$ cat src/rtl/cpu_types_pkg.sv
// Shared types for the memory subsystem: RAM handshake state, data word and the
// coherence controller FSM encoding.
package cpu_types_pkg;

    typedef enum logic [1:0] {FREE, BUSY, ACCESS, ERROR} ramstate_t;

    typedef logic [31:0] word_t;

    typedef enum logic [2:0] {IDLE, ARB, SNOOP, C2C, LOAD, WB, IFETCH} cc_state_t;

    // Index width that stays at least one bit for single-entry ranges.
    function automatic int idx_w(input int n);
        return (n > 1) ? $clog2(n) : 1;
    endfunction

endpackage

$ cat src/rtl/coherence_control_rr_arbiter.sv
// Combinational round-robin picker: first requester at or after ptr, wrapping.
module rr_arbiter
    import cpu_types_pkg::*;
#(
    parameter int N  = 2,
    parameter int PW = idx_w(N)
) (
    input  logic [N-1:0]  req,
    input  logic [PW-1:0] ptr,
    output logic [PW-1:0] gnt_idx,
    output logic          gnt_valid
);

    int idx;

    // Walk offsets from the far end so the closest requester to ptr wins last.
    always_comb begin
        gnt_idx   = '0;
        gnt_valid = 1'b0;
        idx       = 0;
        for (int k = N - 1; k >= 0; k--) begin
            idx = int'(ptr) + k;
            if (idx >= N) begin
                idx = idx - N;
            end
            if (req[idx]) begin
                gnt_idx   = PW'(idx);
                gnt_valid = 1'b1;
            end
        end
    end

endmodule

$ cat src/rtl/coherence_control.sv
// Shared-RAM arbiter for CPUS cores with MSI snooping between dcaches; block
// transfers are served from RAM or forwarded cache-to-cache from a dirty owner.
module coherence_control
    import cpu_types_pkg::*;
#(
    parameter int CPUS        = 2,
    parameter int WORD_W      = 32,
    parameter int ADDR_W      = 32,
    parameter int BLOCK_WORDS = 2
) (
    input  logic                          CLK,
    input  logic                          RST,
    input  logic [CPUS-1:0]               iREN,
    input  logic [CPUS-1:0][ADDR_W-1:0]   iaddr,
    output logic [CPUS-1:0]               iwait,
    output logic [CPUS-1:0][WORD_W-1:0]   iload,
    input  logic [CPUS-1:0]               dREN,
    input  logic [CPUS-1:0]               dWEN,
    input  logic [CPUS-1:0][ADDR_W-1:0]   daddr,
    input  logic [CPUS-1:0][WORD_W-1:0]   dstore,
    output logic [CPUS-1:0]               dwait,
    output logic [CPUS-1:0][WORD_W-1:0]   dload,
    input  logic [CPUS-1:0]               cctrans,
    input  logic [CPUS-1:0]               ccwrite,
    input  logic [CPUS-1:0]               ccdirty,
    output logic [CPUS-1:0]               ccwait,
    output logic [CPUS-1:0]               ccinv,
    output logic [ADDR_W-1:0]             ccsnoopaddr,
    output logic                          ramREN,
    output logic                          ramWEN,
    output logic [ADDR_W-1:0]             ramaddr,
    output logic [WORD_W-1:0]             ramstore,
    input  logic [WORD_W-1:0]             ramload,
    input  ramstate_t                     ramstate
);

    localparam int GW  = idx_w(CPUS);
    localparam int WCW = idx_w(BLOCK_WORDS);

    cc_state_t       state_q, state_d;
    logic [GW-1:0]   gnt_q, gnt_d, rr_q, rr_d, snp_q, snp_d;
    logic [WCW-1:0]  wcnt_q, wcnt_d;
    logic            sphase_q, sphase_d;
    logic [CPUS-1:0] ccwait_q, ccwait_d, ccinv_q, ccinv_d;
    logic            ramren_q, ramren_d, ramwen_q, ramwen_d;

    logic [CPUS-1:0] dreq, dirty_mask, dgrant;
    logic [GW-1:0]   dirty_idx, d_idx, i_idx;
    logic            d_vld, i_vld, xfer_done, ram_acc;

    assign dreq    = dREN | dWEN;
    assign ram_acc = (ramstate == ACCESS);

    rr_arbiter #(.N(CPUS), .PW(GW)) u_darb (
        .req      (dreq),
        .ptr      (rr_q),
        .gnt_idx  (d_idx),
        .gnt_valid(d_vld)
    );

    rr_arbiter #(.N(CPUS), .PW(GW)) u_iarb (
        .req      (iREN),
        .ptr      (rr_q),
        .gnt_idx  (i_idx),
        .gnt_valid(i_vld)
    );

    // The requester itself is never a valid supplier of its own miss.
    always_comb begin
        dirty_mask = '0;
        dirty_idx  = '0;
        for (int j = 0; j < CPUS; j++) begin
            dirty_mask[j] = ccdirty[j] && (GW'(j) != gnt_q);
        end
        for (int j = CPUS - 1; j >= 0; j--) begin
            if (dirty_mask[j]) begin
                dirty_idx = GW'(j);
            end
        end
    end

    always_comb begin
        state_d   = state_q;
        gnt_d     = gnt_q;
        rr_d      = rr_q;
        wcnt_d    = wcnt_q;
        snp_d     = snp_q;
        sphase_d  = 1'b0;
        xfer_done = 1'b0;
        case (state_q)
            IDLE: begin
                if ((|dreq) || (|iREN)) begin
                    state_d = ARB;
                end
            end
            ARB: begin
                if (d_vld) begin
                    gnt_d = d_idx;
                    if (dWEN[d_idx] && !cctrans[d_idx]) begin
                        state_d = WB;
                    end else if (cctrans[d_idx] && (CPUS > 1)) begin
                        state_d = SNOOP;
                    end else begin
                        state_d = LOAD;
                    end
                end else if (i_vld) begin
                    gnt_d   = i_idx;
                    state_d = IFETCH;
                end else begin
                    state_d = IDLE;
                end
            end
            SNOOP: begin
                if (!sphase_q) begin
                    sphase_d = 1'b1;
                end else if (|dirty_mask) begin
                    snp_d   = dirty_idx;
                    state_d = C2C;
                end else begin
                    state_d = LOAD;
                end
            end
            C2C, LOAD, WB: begin
                if (ram_acc) begin
                    if (wcnt_q == WCW'(BLOCK_WORDS - 1)) begin
                        xfer_done = 1'b1;
                    end else begin
                        wcnt_d = wcnt_q + 1'b1;
                    end
                end
            end
            IFETCH: begin
                xfer_done = ram_acc;
            end
            default: state_d = IDLE;
        endcase
        if (xfer_done) begin
            state_d = IDLE;
            wcnt_d  = '0;
            rr_d    = (gnt_q == GW'(CPUS - 1)) ? '0 : gnt_q + 1'b1;
        end
    end

    // Strobes are decoded from the next state so they leave the flops glitch-free.
    always_comb begin
        ramren_d = (state_d == LOAD) || (state_d == IFETCH);
        ramwen_d = (state_d == WB) || (state_d == C2C);
        ccwait_d = '0;
        ccinv_d  = '0;
        for (int j = 0; j < CPUS; j++) begin
            if (state_d == SNOOP) begin
                ccwait_d[j] = (GW'(j) != gnt_d);
                ccinv_d[j]  = (GW'(j) != gnt_d) && ccwrite[gnt_d];
            end else if (state_d == C2C) begin
                ccwait_d[j] = (GW'(j) == snp_d);
            end
        end
    end

    always_ff @(posedge CLK or posedge RST) begin
        if (RST) begin
            state_q  <= IDLE;
            gnt_q    <= '0;
            rr_q     <= '0;
            wcnt_q   <= '0;
            snp_q    <= '0;
            sphase_q <= 1'b0;
            ccwait_q <= '0;
            ccinv_q  <= '0;
            ramren_q <= 1'b0;
            ramwen_q <= 1'b0;
        end else begin
            state_q  <= state_d;
            gnt_q    <= gnt_d;
            rr_q     <= rr_d;
            wcnt_q   <= wcnt_d;
            snp_q    <= snp_d;
            sphase_q <= sphase_d;
            ccwait_q <= ccwait_d;
            ccinv_q  <= ccinv_d;
            ramren_q <= ramren_d;
            ramwen_q <= ramwen_d;
        end
    end

    assign ramREN      = ramren_q;
    assign ramWEN      = ramwen_q;
    assign ccwait      = ccwait_q;
    assign ccinv       = ccinv_q;
    assign ccsnoopaddr = (state_q == SNOOP) ? daddr[gnt_q] : '0;

    always_comb begin
        ramaddr  = '0;
        ramstore = '0;
        case (state_q)
            LOAD:    ramaddr = daddr[gnt_q];
            IFETCH:  ramaddr = iaddr[gnt_q];
            WB: begin
                ramaddr  = daddr[gnt_q];
                ramstore = dstore[gnt_q];
            end
            C2C: begin
                ramaddr  = daddr[snp_q];
                ramstore = dstore[snp_q];
            end
            default: ;
        endcase
    end

    for (genvar gi = 0; gi < CPUS; gi++) begin : g_core
        logic is_gnt;
        assign is_gnt      = (gnt_q == GW'(gi));
        assign dgrant[gi]  = (is_gnt && (state_q inside {LOAD, WB, C2C}))
                           || ((state_q == C2C) && (snp_q == GW'(gi)));
        assign dwait[gi]   = dreq[gi] & ~(dgrant[gi] & ram_acc);
        assign iwait[gi]   = iREN[gi] & ~(is_gnt && (state_q == IFETCH) && ram_acc);
        assign dload[gi]   = !is_gnt            ? '0 :
                             (state_q == LOAD)  ? ramload :
                             (state_q == C2C)   ? dstore[snp_q] : '0;
        assign iload[gi]   = (is_gnt && (state_q == IFETCH)) ? ramload : '0;
    end

    // Requesters must hold their strobe until the final word is acknowledged.
    a_dreq_held: assert property (@(posedge CLK) disable iff (RST)
        (state_q inside {SNOOP, C2C, LOAD, WB}) |-> dreq[gnt_q]);
    a_ireq_held: assert property (@(posedge CLK) disable iff (RST)
        (state_q == IFETCH) |-> iREN[gnt_q]);

endmodule

$ cat config.mk
export PLATFORM = sky130hd
export DESIGN_NAME = coherence_control
export DESIGN_NICKNAME = d
export VERILOG_FILES = /design/src/rtl/cpu_types_pkg.sv /design/src/rtl/coherence_control_rr_arbiter.sv /design/src/rtl/coherence_control.sv
export SDC_FILE = /design/constraint.sdc
export NUM_CORES = 1
export LEC_CHECK = 0
export CAP_MARGIN = 15
export CORE_AREA = 2 2 186 188
export DETAILED_ROUTE_END_ITERATION = 16
export DIE_AREA = 0 0 188 190
export PLACE_DENSITY = 0.52
export SLEW_MARGIN = 20
export SYNTH_ARGS = -nofsm -noshare
export SYNTH_HDL_FRONTEND = slang
export SYNTH_SLANG_ARGS = --single-unit
$ cat constraint.sdc
create_clock -name CLK -period 4.6 [get_ports CLK]
set_input_delay 1.38 -clock CLK [delete_from_list [all_inputs] [get_ports CLK]]
set_output_delay 1.38 -clock CLK [all_outputs]
set_load 0.02 [all_outputs]
==> reports/metrics.yaml <==
run_status:
  status: "finished, final reports clean"
place:
  place_hpwl_um: 24000
  gp_congestion: 0.817
  io_buffers: 473
detailed_routing:
  dr.pass1.iters: 9
  antenna_left: 0
  wirelength_um: 29900
  drt_iter0_drc: 511
  vias_per_cell: 4.42
  vias: 6415
  route.detailed.drc: 0
  wl_per_cell_um: 20.6
sta:
  setup_violations: 0
  worst_pin_slew_ps: 860
  hold_violations: 0
  clock_skew_ps: 6.71
  max_freq_mhz: 220
  timing.slew.headroom_pct: 42.4
  finalCriticalPeriod_ps: 4540
  fin_tns_setup_ps: 0
  period_share_pct: 98.8
  slew_viol_final: 0
  rsz0062_at_grt: "no"
layout:
  drive_gt1_share_pct: 6.94
  nNetsFinal: 1235
  syn_to_final_growth_pct: 146
  utilization_pct: 27.1
worst_hold_path:
  hold_path_class: "flip-flop to flip-flop"
logic_synthesis:
  syn_nets: 787
  synth.most_common_cell: "and2_1"
  synth.distinct_cells: 54
  synthTopCellsByArea: "and2_1, a222oi_1, dfrtp_1"
  yosys.area.top_type_share_pct: 12.9
  synth_edf_count: 0
  seq_area_frac_synth_pct: 9.36
  synthCells: 547
  syn_avg_cell_area_um2: 6.84
  ys_ff_latch: 14
  synth.top_cells.by_count: "and2_1, nor2_1, nand2_1"
  netlist_area_um2: 3740
  synth_top_area_cell: "and2_1"
  yosysWarnings: 0
  async_flop_share_pct: 100
  synthFlopType: "dfrtp_1"
critical_path:
  worst_ep_arrival_time_ps: 3160
  crit_type: "primary input to output port"
  critPathLaunchType: "primary input"
  cp_max_fo: 3
  cp.required_ps: 3220
  crit_path_frequent_cell: "clkdlybuf4s50_1"
  cp_slowest_cell: "a222oi_1"
  r2r_slack_ps: 2290
  max_stage_delay_ps: 570
  endpoint_kind: "output port"
  crit_chain: "clkdlybuf4s50_1 > a222oi_1 > nor2_1 > clkdlybuf4s50_1"
flow_run:
  maxCapViolCount: 0
floorplan:
  io_pins: 474
  fp.dieW_um: 188
  start_util_pct: 11.0
  core_um2: 33900
  row_count: 68
  fp.dieArea_um2: 35700
  die_y_um: 190
power_and_ir_drop:
  powerDensity_nw_per_um2: 424
  total_power_mw: 3.91
  peakVddDrop_v: 0.000179
  power.leakage_nw: 3.36
global_routing:
  grt_remaining_overflow: 0
  grt_pass1_vias: 6378
  grt_max_degree: 49
  antenna_found_initial: 3
  grt_pass1_wl_um: 42300
  gr-usage-all-layers_pct: 15.5
cts:
  cts_htree_levels: 1
  holdBufCountCts: 0
  clkLatencyLatePin_ps: 250
  cts_tree: "done"
  cts_buffer_depth: 2
  cts-root-buf: "clkbuf_16"
  cts_made_buffers: 3
  clk_pin_slew_ps: 50
  cts_sinks: 14
metal layers:
layer  GRT usage [%]  vias up  routed length [µm]
met3            3.21       36                2560
li1                -     2950                   -
met4            4.66        0                 648
met1            18.5     3004               11700
met2            27.7      425               15000
met5               0        -                   0
through the flow:
step | std cells | worst slack (ps) | hold slack, ps | area, µm²
3_5_place_dp | 1445 | 175 | 534 | 9110
2_1_floorplan | 547 | 1200 | 488 | 3740
5_1_grt | 1452 | 26.9 | 573 | 9210
6_report | 1452 | 55.3 | 547 | 9210
4_1_cts | 1449 | 135 | 543 | 9200
3_3_place_gp | 1445 | 137 | 527 | 9110
state kept, by name (all words and copies together) (netlist names):
| signal | flops |
|---|---|
| wcnt_q | 1 |
| sphase_q | 1 |
| ramREN | 1 |
| rr_q | 1 |
| ccinv | 2 |
| state_q | 3 |
| snp_q | 1 |
| ramWEN | 1 |
| ccwait | 2 |
| g_core.is_gnt | 1 |
worst max-delay path: cells and delay by family:
family                 cells  cell delay (ps)
AO/OA/AOI/OAI              1              570
AND/OR/NAND/NOR            1              110
buffers and inverters      2             1100
layout by cell type (no fill, tap or decap), types with 4 or more instances in the layout:
cell and instances:
nor2b_1 34, nor3_1 4, nand2_1 58, dfrtp_1 13, nor2_1 69, mux2_2 11
nand3_1 20, a222oi_1 48, a21oi_1 10, clkdlybuf4s50_1 466, mux2i_1 23, a22oi_1 27
o21ai_0 4, a22o_1 32, buf_4 27, and2_1 77, inv_1 5, buf_12 6
final timing paths:
check | end | cells after the start | start
min | sphase_q | 1 | sphase_q
max reg2reg | ccwait[1] | 5 | g_core[1].is_gnt
max | dload[7] | 4 | ramload[7]
min reg2reg | sphase_q | 1 | sphase_q
max in group asynchronous | g_core[1].is_gnt | 2 | RST
min in group asynchronous | g_core[1].is_gnt | 2 | RST
cells by family (layout without fill, tap and decap cells):
logic type | after synthesis | in the layout | share of synthesized area, %
buffers and inverters | 62 | 509 | 6.82
AOI/OAI and AO/OA | 153 | 153 | 35.6
and+or+nand+nor | 284 | 284 | 38.8
other | 0 | 3 | 0
muxes | 34 | 34 | 9.46
DFF | 14 | 14 | 9.36
power by group:
| part | leakage, nW | internal [mW] | switching, mW |
|---|---|---|---|
| Sequential | 0.174 | 0.166 | 0.109 |
| Clock | 0.0442 | 0.132 | 0.0554 |
| Combinational | 3.14 | 1.59 | 1.86 |
area by class of cell:
cell class	instances	area (µm²)
fill	3687	24700
timing repair buffer	499	4990
multi-input combinational	471	3180
tap	455	569
sequential	14	354
clock buffer	4	88.8
inverter	6	22.5
antenna	3	7.51
timing repair:
action,CTS,global route
setup endpoints to repair,0,2
gates resized for setup,0,1
setup buffers,0,0
hold endpoints to repair,0,0
Note: power is estimated with default switching activity, not from simulation.
